File: config.mk
export PLATFORM = sky130hd
export DESIGN_NAME = sound_playback_scheduler
export DESIGN_NICKNAME = d
export VERILOG_FILES = /design/src/rtl/sound_playback_scheduler.sv
export SDC_FILE = /design/constraint.sdc
export NUM_CORES = 1
export LEC_CHECK = 0
export ABC_AREA = 0
export CELL_PAD_IN_SITES_DETAIL_PLACEMENT = 0
export CELL_PAD_IN_SITES_GLOBAL_PLACEMENT = 1
export CORE_UTILIZATION = 40
export DETAILED_ROUTE_END_ITERATION = 7
export PLACE_DENSITY = 0.86
export SYNTH_ARGS = -nofsm -noshare
export SYNTH_HDL_FRONTEND = slang
export SYNTH_SLANG_ARGS = --single-unit
File: constraint.sdc
create_clock -name clk -period 4.8 [get_ports clk]
set_clock_uncertainty 0.05 [all_clocks]
set_input_delay 0.48 -clock clk [delete_from_list [all_inputs] [get_ports clk]]
set_output_delay 0.48 -clock clk [all_outputs]
set_load 0.005 [all_outputs]
File: src/rtl/sound_playback_scheduler.sv
// Playback sequencer for the stereo sample ring: tracks fill level, gates AC97
// slot requests into read-advance pulses, and recovers from underrun via prefill.
module sound_playback_scheduler #(
   parameter int unsigned BUF_DEPTH   = 48000,
   parameter int unsigned START_LEVEL = 4800
) (
   input  logic        clk,
   input  logic        reset_n,
   input  logic        enable,
   input  logic        flush,
   input  logic        wr_frame,
   output logic        wr_accept,
   input  logic        slot_req,
   output logic        rd_pop,
   output logic        mute,
   output logic        play_active,
   output logic [15:0] fill_level,
   output logic [7:0]  underrun_cnt,
   output logic [7:0]  overrun_cnt,
   output logic [1:0]  state
);

   localparam int unsigned LVL_W = 16;
   localparam int unsigned CNT_W = 8;
   localparam logic [LVL_W-1:0] DEPTH_L = LVL_W'(BUF_DEPTH);
   localparam logic [LVL_W-1:0] START_L = LVL_W'(START_LEVEL);

   typedef enum logic [1:0] {
      S_IDLE    = 2'd0,
      S_PREFILL = 2'd1,
      S_PLAY    = 2'd2
   } state_t;

   state_t             r_state;
   state_t             w_state_nxt;
   logic [LVL_W-1:0]   r_level;
   logic [LVL_W-1:0]   w_level_nxt;
   logic [CNT_W-1:0]   r_urun;
   logic [CNT_W-1:0]   w_urun_nxt;
   logic [CNT_W-1:0]   r_orun;
   logic [CNT_W-1:0]   w_orun_nxt;
   logic               r_pop;
   logic               r_mute;
   logic               r_play;
   logic               w_pop;
   logic               w_underrun;
   logic               w_wr_ok;
   logic               w_accept;

   // Full check uses the registered level, so an accepted write can never overflow
   assign w_accept  = (r_level != DEPTH_L) && !flush;
   assign wr_accept = w_accept;

   always_comb begin
      w_state_nxt = r_state;
      w_level_nxt = r_level;
      w_urun_nxt  = r_urun;
      w_orun_nxt  = r_orun;
      w_pop       = 1'b0;
      w_underrun  = 1'b0;
      w_wr_ok     = wr_frame && w_accept;

      if ((r_state == S_PLAY) && slot_req && !flush) begin
         if (r_level != '0) w_pop      = 1'b1;
         else               w_underrun = 1'b1;
      end

      if (wr_frame && (r_level == DEPTH_L) && !flush && (r_orun != '1))
         w_orun_nxt = r_orun + CNT_W'(1);
      if (w_underrun && (r_urun != '1))
         w_urun_nxt = r_urun + CNT_W'(1);

      if (flush)                   w_level_nxt = '0;
      else if (w_wr_ok && !w_pop)  w_level_nxt = r_level + LVL_W'(1);
      else if (!w_wr_ok && w_pop)  w_level_nxt = r_level - LVL_W'(1);

      case (r_state)
         S_IDLE: begin
            if (enable) w_state_nxt = S_PREFILL;
         end
         S_PREFILL: begin
            if (!enable)                 w_state_nxt = S_IDLE;
            else if (r_level >= START_L) w_state_nxt = S_PLAY;
         end
         S_PLAY: begin
            if (!enable)        w_state_nxt = S_IDLE;
            else if (w_underrun) w_state_nxt = S_PREFILL;
         end
         default: w_state_nxt = S_IDLE;
      endcase

      // Flush discards content and restarts prefill (or idles when disabled)
      if (flush) w_state_nxt = enable ? S_PREFILL : S_IDLE;
   end

   always_ff @(posedge clk or negedge reset_n) begin
      if (!reset_n) begin
         r_state <= S_IDLE;
         r_level <= '0;
         r_urun  <= '0;
         r_orun  <= '0;
         r_pop   <= 1'b0;
         r_mute  <= 1'b1;
         r_play  <= 1'b0;
      end else begin
         r_state <= w_state_nxt;
         r_level <= w_level_nxt;
         r_urun  <= w_urun_nxt;
         r_orun  <= w_orun_nxt;
         r_pop   <= w_pop;
         r_mute  <= (w_state_nxt != S_PLAY);
         r_play  <= (w_state_nxt == S_PLAY);
      end
   end

   assign rd_pop       = r_pop;
   assign mute         = r_mute;
   assign play_active  = r_play;
   assign fill_level   = r_level;
   assign underrun_cnt = r_urun;
   assign overrun_cnt  = r_orun;
   assign state        = r_state;

endmodule

# [After elaboration in Yosys (flattened, before gate mapping)]
# Cells that the tools add are included.
[word_totals] in_bits=6 word_cells=51 out_inout_bits=38 regBits=37
[op_classes] n_eq_ne=8 add_sub_neg=4 reduce_logical=16 n_mux=15 order_cmp=1
[op_table] cell="$mux 16" count=3
[op_table] cell="$add 16x1->16 const B" count=1
[op_table] cell="$add 8x1->8 const B" count=2
[op_table] cell="$eq 16x16->1 const B" count=1
[op_table] cell="$ge 16x13->1 const B" count=1
[op_table] cell="$ne 16x16->1 const B" count=1
[op_table] cell="$ne 8x8->1 const B" count=2
[op_table] cell="$reduce_bool 16->1" count=1
[op_table] cell="$sub 16x1->16 const B" count=1
[op_table] cell="$mux 2" count=6
[op_table] cell="$logic_and 1x1->1" count=10
[op_table] cell="$pmux 2 s3" count=1
[op_table] cell="$mux 1" count=5
[op_table] cell="$eq 2x2->1 const B" count=2
[op_table] cell="$logic_not 1->1" count=3
[op_table] cell="$reduce_bool 3->1" count=1
[op_table] cell="$eq 2x1->1 const B" count=1
[op_table] cell="$logic_not 2->1" count=1
[op_table] cell="$ne 2x2->1 const B" count=1

# [Logic depth before layout (Yosys ltp)]
# Gate-level depths: netlist of run 1.
[depth] depth_word=9 mapped_depth=11 mapped_depth_nobuf=11

# [Worst setup path before layout of run 1]
# OpenSTA, ideal clock, no wires.
[synth_path] path_kind="register -> register" from="register r_level[7], in the netlist fill_level[7]" to="register r_level[14], in the netlist fill_level[14]" path_stages_with_launch=12 synth_period_minus_slack_ps=3365 arrival_ps=3194 setup_ps=121 slack_ps=1435 required_ps=4629 n_path_buf=0 cell_sequence="dfrtp_1 > nor4_1 > nand3_1 > o21bai_2 > nand3_1 > fa_1 > and3_1 > o21ai_0 > a211oi_1 > o41ai_1 > xnor2_1 > a22o_1"
[synth_via] elab_chain_cells=7 elab_cells_between_ends=16 cone_classes="add/sub: 2; eq/ne: 1; mux: 5; reduce/logical: 8"
[synth_rtl] element="start: declaration" line_no="36" text="logic [LVL_W-1:0] r_level;"
[synth_rtl] element="start signal: assignment" line_no="107" text="r_level <= w_level_nxt;"
[synth_rtl] element="branches (longest 7 deep; another with $sub 16x1->16)"
# Parallel ways; which one is timed is not known. The select of a mux whose other input is x is not followed.
# A chain may end at the register's enable or synchronous reset.

# [Final worst setup path of run 1]
[layout_path] from="register r_level[7], in the netlist fill_level[7]" to="register r_level[15], in the netlist fill_level[15]"
# Same word-level chain as after synthesis.

==> impl_metrics.toml, run 1 <==
[clocking]
numCtsBuffers = 5
h-tree-depth = 2
cts_hold_buffers = 0
cts_tree = "yes"
clock_latency_ns = 0.29
clock_sinks = 37
postCtsSetupBuffers = 0
clk_path_buf_depth = 2
clk_pin_slew_ns = 0.08
cts-resized-gates = 0
root_buffer = "clkbuf_8"

[critical_path]
r2r_start = "fill_level[7]"
r2r.worst_path.cells = 11
cp-start-kind = "flop"
cp.arrival_ns = 3.90
required_ns = 4.91
reg2reg_slack_ns = 1.02
cp-end-kind = "flop"
reg2reg_to = "fill_level[15]"
worstPathMaxFanout = 12
path_class = "flop to flop"

[timing]
worstMarginPinSlew_ns = 0.813
setup_violations = 0
fin_crit_ns = 3.78
grt_setup_unrepaired = "no"
fin_ws_ns = 1.02
setup_tns_ns = 0
finalCritPeriodShare = 0.788
relSlewSlack = 0.458
hold_violations = 0
slew_viol_final = 0
fmax_mhz = 264

[synth]
synth_cell_types = 46
synth-edff-count = 0
ys_seq_area_frac = 0.393
ys.flop_type = "dfrtp_1"
yosys.area.top_type = "dfrtp_1"
synthCells = 239
ys_async_sr_fraction = 1.00
synth_top_area_share = 0.382
ys_top_cells_by_area = "dfrtp_1 38%, ha_1 9.5%, xnor2_1 6.3%, a22o_1 3.7%, xor2_1 3.3%"
syn-num-nets = 264
syn_avg_cell_area_sq_um = 9.87
synth_area_sq_um = 2360
yosysWarnings = 0
ys_seq_elements = 37

[cells_and_area]
diodes = 0
area_growth_pct = 25.6
drive_above_1_share = 0.0830
final_nets = 313

[die]
fp.dieH_um = 78.8
ioPinCount = 44
die_w_um = 78.8
fp.dieArea_sq_um = 6210
start_util = 0.421
coreArea_sq_um = 5610
rows = 27

[outcome]
status = "completed"

[route]
wl_per_cell_um = 15.1
vias = 1989
viasPerCell = 5.51
dr.pass1.iters = 4
postRouteAntennaNets = 0
drtIter0Drc = 66
wirelength_um = 5460
drc_errors = 0

[run]
cap_viol_max_count = 0

[grt]
overflow = 0
grt_max_degree = 38
grt_pass1_wl_um = 9400
antenna_found_initial = 0
grt_usage = 0.194
grt_pass1_vias = 1925

[power_and_ir_drop]
pwr-share-comb = 0.521
p_per_area_nw_per_um2 = 478
seqPwrFrac = 0.320
clkPwrFrac = 0.159
p_leak_nw = 1.33
p_int_uw = 852
p_sw_uw = 565
p_sw_frac = 0.399
worst_ir_drop_vdd_mv = 0.264

[placement]
dp_worst_setup_slack_ns = 0.832
hpwl_um = 4130
gp_congestion = 0.894
io_buffers = 43

[hold_path]
hold_class = "input pin to asynchronous set/reset pin"
## per-layer routing
| metal | global-route usage | up-vias | part of all wire |
|---|---|---|---|
| li1 | - | 979 | - |
| met1 | 0.270 | 942 | 0.49 |
| met2 | 0.306 | 61 | 0.45 |
| met3 | 0.0264 | 7 | 0.050 |
| met4 | 0.0704 | 0 | 0.011 |
| met5 | 0 | - | 0 |
## logic make-up after synthesis
group / Yosys count / share of synthesized area
xor gates and xnor gates: 27 / 0.108
and+or+nand+nor: 86 / 0.192
adders and majority gates: 19 / 0.104
AOI/OAI and AO/OA: 60 / 0.176
DFF: 37 / 0.393
buffers and inverters: 8 / 0.0175
muxes: 2 / 0.00955
## final cells by class
cell class                 count  area, sq um
multi-input combinational    194         1390
timing repair buffer          45          440
inverter                       5         18.8
clock buffer                   6         82.6
clock inverter                 2         13.8
sequential                    37          927
tap                           72         90.1
fill                         525         2650
## Yosys cell counts, types with 4 or more instances
cell type and count:
a21o_1 5, a21oi_1 15, a22o_1 10, and3_1 6, dfrtp_1 36, ha_1 18
inv_1 4, nand2_1 19, nand3_1 12, nand4_1 9, nor2_1 15, nor2b_1 4
nor3_1 8, o21a_1 4, o21ai_0 9, xnor2_1 17, xor2_1 9
## critical path, cell delays in order, from the launching register on
cell      delay (ns)
dfrtp_1         0.47
nor4_1          0.33
nand3_1         0.20
o21bai_2        0.25
nand3_1         0.46
ha_1            0.51
a21o_1          0.19
a21oi_1         0.23
a21oi_1         0.19
o21ai_0         0.35
nand2_1         0.08
o311ai_0        0.31
## power by group through the flow
stage                     logic, mW  clock network [mW]  registers (mW)
after global placement        0.734                   0           0.460
after global routing          0.825               0.248           0.464
after CTS                     0.736               0.235           0.454
after floorplan               0.516                   0           0.433
final                         0.737               0.225           0.453
after detailed placement      0.731                   0           0.458
## placed cells by master (no fill, tap or decap), types with 2 or more instances in the layout
| master | netlist | layout |
|---|---|---|
| and3_1 | 6 | 6 |
| buf_4 | 1 | 2 |
| xnor2_1 | 17 | 17 |
| o41ai_1 | 2 | 2 |
| o21ai_0 | 9 | 9 |
| clkdlybuf4s50_1 | 0 | 42 |
| nor3_1 | 8 | 8 |
| nand3_1 | 12 | 12 |
| dfrtp_1 | 36 | 36 |
| nand2_1 | 19 | 19 |
| o21bai_1 | 2 | 2 |
| a21o_1 | 5 | 5 |
| nor4_2 | 3 | 3 |
| a22o_1 | 10 | 10 |
| mux2_2 | 2 | 2 |
| ha_1 | 18 | 18 |
| o21a_1 | 4 | 4 |
| o31a_1 | 2 | 2 |
| nor2b_1 | 4 | 4 |
| and2_1 | 3 | 3 |
| clkbuf_8 | 0 | 6 |
| a31oi_1 | 2 | 2 |
| a21oi_1 | 15 | 15 |
| xor2_1 | 9 | 9 |
| nand4_1 | 9 | 9 |
| o22ai_1 | 2 | 2 |
| nor2_1 | 15 | 15 |
| inv_1 | 4 | 4 |
## worst max-delay path by stage
stage | from | endpoint | cells past startpoint
floorplan | fill_level[7] | fill_level[14] | 11
global placement | flush | fill_level[14] | 13
detailed placement | flush | fill_level[14] | 13
CTS | fill_level[7] | fill_level[15] | 11
global route | fill_level[7] | fill_level[15] | 11
finish | fill_level[7] | fill_level[15] | 11
## state kept, by name, summed over array words and instances, names as in the netlist
| name | count |
|---|---|
| play_active | 1 |
| mute | 1 |
| fill_level | 16 |
| rd_pop | 1 |
| overrun_cnt | 8 |
| state | 2 |
| underrun_cnt | 8 |
## metrics by stage
stage | total power [mW] | area (sq um) | std cells | utilization | hold WS (ns)
floorplan | 0.949 | 2360 | 239 | - | 0.134
global placement | 1.19 | 2870 | 353 | 0.511 | 0.436
detailed placement | 1.19 | 2870 | 353 | 0.511 | 0.442
CTS | 1.42 | 2960 | 361 | 0.528 | 0.255
global route | 1.54 | 2960 | 361 | 0.528 | 0.292
finish | 1.42 | 2960 | 361 | 0.528 | 0.230
Power figures use the tool's default switching activity.
==> inputs of run 2 (changes only) <==
Clock period 4.8 ns to 3.7 ns, I/O delays scaled along.
==> impl_metrics.toml, run 2 (synthesis results as in run 1) <==
[route]
viasPerCell = 5.44
dr.pass1.iters = 4
wirelength_um = 5350
drc_errors = 0
postRouteAntennaNets = 0
wl_per_cell_um = 14.6
vias = 1995
drtIter0Drc = 54

[critical_path]
cp-start-kind = "flop"
required_ns = 3.82
cp.arrival_ns = 3.56
worstPathMaxFanout = 7
cp-end-kind = "flop"
path_class = "flop to flop"

[power_and_ir_drop]
worst_ir_drop_vdd_mv = 0.400
p_per_area_nw_per_um2 = 623
p_leak_nw = 1.36
power_mw = 1.88

[timing]
relSlewSlack = 0.461
worst_hold_slack_ns = 0.125
hold_violations = 0
grt_setup_unrepaired = "no"
worstMarginPinSlew_ns = 0.808
fin_crit_ns = 3.44
slew_viol_final = 0
finalCritPeriodShare = 0.928
setup_tns_ns = 0
setup_violations = 0
fmax_mhz = 291

[grt]
grt_usage = 0.179
antenna_found_initial = 0
overflow = 0
grt_pass1_vias = 1886
grt_pass1_wl_um = 8810
grt_max_degree = 38

[cells_and_area]
final_core_util = 0.538
mostFrequentLayoutCells = "42 x clkdlybuf4s50_1, 36 x dfrtp_1, 19 x nand2_1, 18 x ha_1, 17 x xnor2_1"
diodes = 0
drive_above_1_share = 0.105
fillers = 521
final_nets = 319
final_common_cell = "clkdlybuf4s50_1"
area_growth_pct = 28.0
largest_register_ffs = 16

[clocking]
clock_latency_ns = 0.28
numCtsBuffers = 5
root_buffer = "clkbuf_8"
cts_tree = "yes"
postCtsSetupBuffers = 0
clk_path_buf_depth = 2
h-tree-depth = 2
clk_pin_slew_ns = 0.07
clock_sinks = 37

[outcome]
status = "completed"

[die]
start_util = 0.421
coreArea_sq_um = 5610
fp.dieH_um = 78.8
ioPinCount = 44
die_w_um = 78.8
rows = 27
fp.dieArea_sq_um = 6210

[hold_path]
hold_class = "input pin to asynchronous set/reset pin"

[placement]
hpwl_um = 4130
gp_congestion = 0.852
io_buffers = 43

[run]
cap_viol_max_count = 0
run 2: final cells by class:
| cell class | instances | area [sq um] | share of cell area |
|---|---|---|---|
| inverters | 5 | 18.8 | 0.00622 |
| clock buffers | 7 | 96.3 | 0.0319 |
| flip-flops and latches | 37 | 927 | 0.307 |
| multi-input cells | 194 | 1400 | 0.462 |
| well taps | 72 | 90.1 | 0.0299 |
| repair buffers | 51 | 485 | 0.161 |
| clock inverters | 1 | 5.00 | 0.00166 |
run 2: worst paths after layout:
check                                  end  slack, ns  cells past startpoint       startpoint
setup / recovery            fill_level[14]       0.26                     11    fill_level[2]
hold / removal             underrun_cnt[0]       0.12                      1          reset_n
setup reg to reg            fill_level[14]       0.26                     11    fill_level[2]
hold reg to reg            underrun_cnt[6]       0.45                      1  underrun_cnt[6]
max in group asynchronous           rd_pop       2.96                      1          reset_n
min in group clk           underrun_cnt[6]       0.45                      1  underrun_cnt[6]
run 2: through the flow:
step           area [sq um]  std cells  setup WS, ns
6_report               3020        367         0.265
4_1_cts                3010        367         0.113
3_3_place_gp           2910        359        0.0713
5_1_grt                3020        367        0.0111
2_1_floorplan          2360        239         0.335
3_5_place_dp           2910        359        0.0939
run 2: power by group:
group	total [mW]	internal (mW)	switching (mW)	leakage, nW
Sequential	0.557	0.472	0.0853	0.498
Clock	0.303	0.168	0.135	0.0542
Combinational	1.02	0.514	0.506	0.811
run 2: critical path, cell delays in order, from the launching register on:
cell      delay, ns
dfrtp_1        0.44
nor4_2         0.31
nand2_2        0.15
o21bai_2       0.29
nand3_2        0.23
fa_1           0.46
and3_1         0.20
o21ai_0        0.24
a211oi_1       0.16
o41ai_1        0.47
xnor2_1        0.11
a22o_1         0.20
run 2: what timing repair did:
| item | 4_1_cts | 5_1_grt |
|---|---|---|
| gates resized for setup | 0 | 1 |
| hold buffers | 0 | 0 |
| setup endpoints to repair | 0 | 2 |
run 2: per-layer routing:
| metal | wire length, um | vias up | track usage | share of wire |
|---|---|---|---|---|
| met5 | 0 | - | 0 | 0 |
| met4 | 27 | 0 | 0.0370 | 0.0050 |
| met3 | 206 | 4 | 0.0276 | 0.039 |
| met2 | 2430 | 53 | 0.297 | 0.45 |
| met1 | 2680 | 942 | 0.247 | 0.50 |
| li1 | - | 996 | - | - |
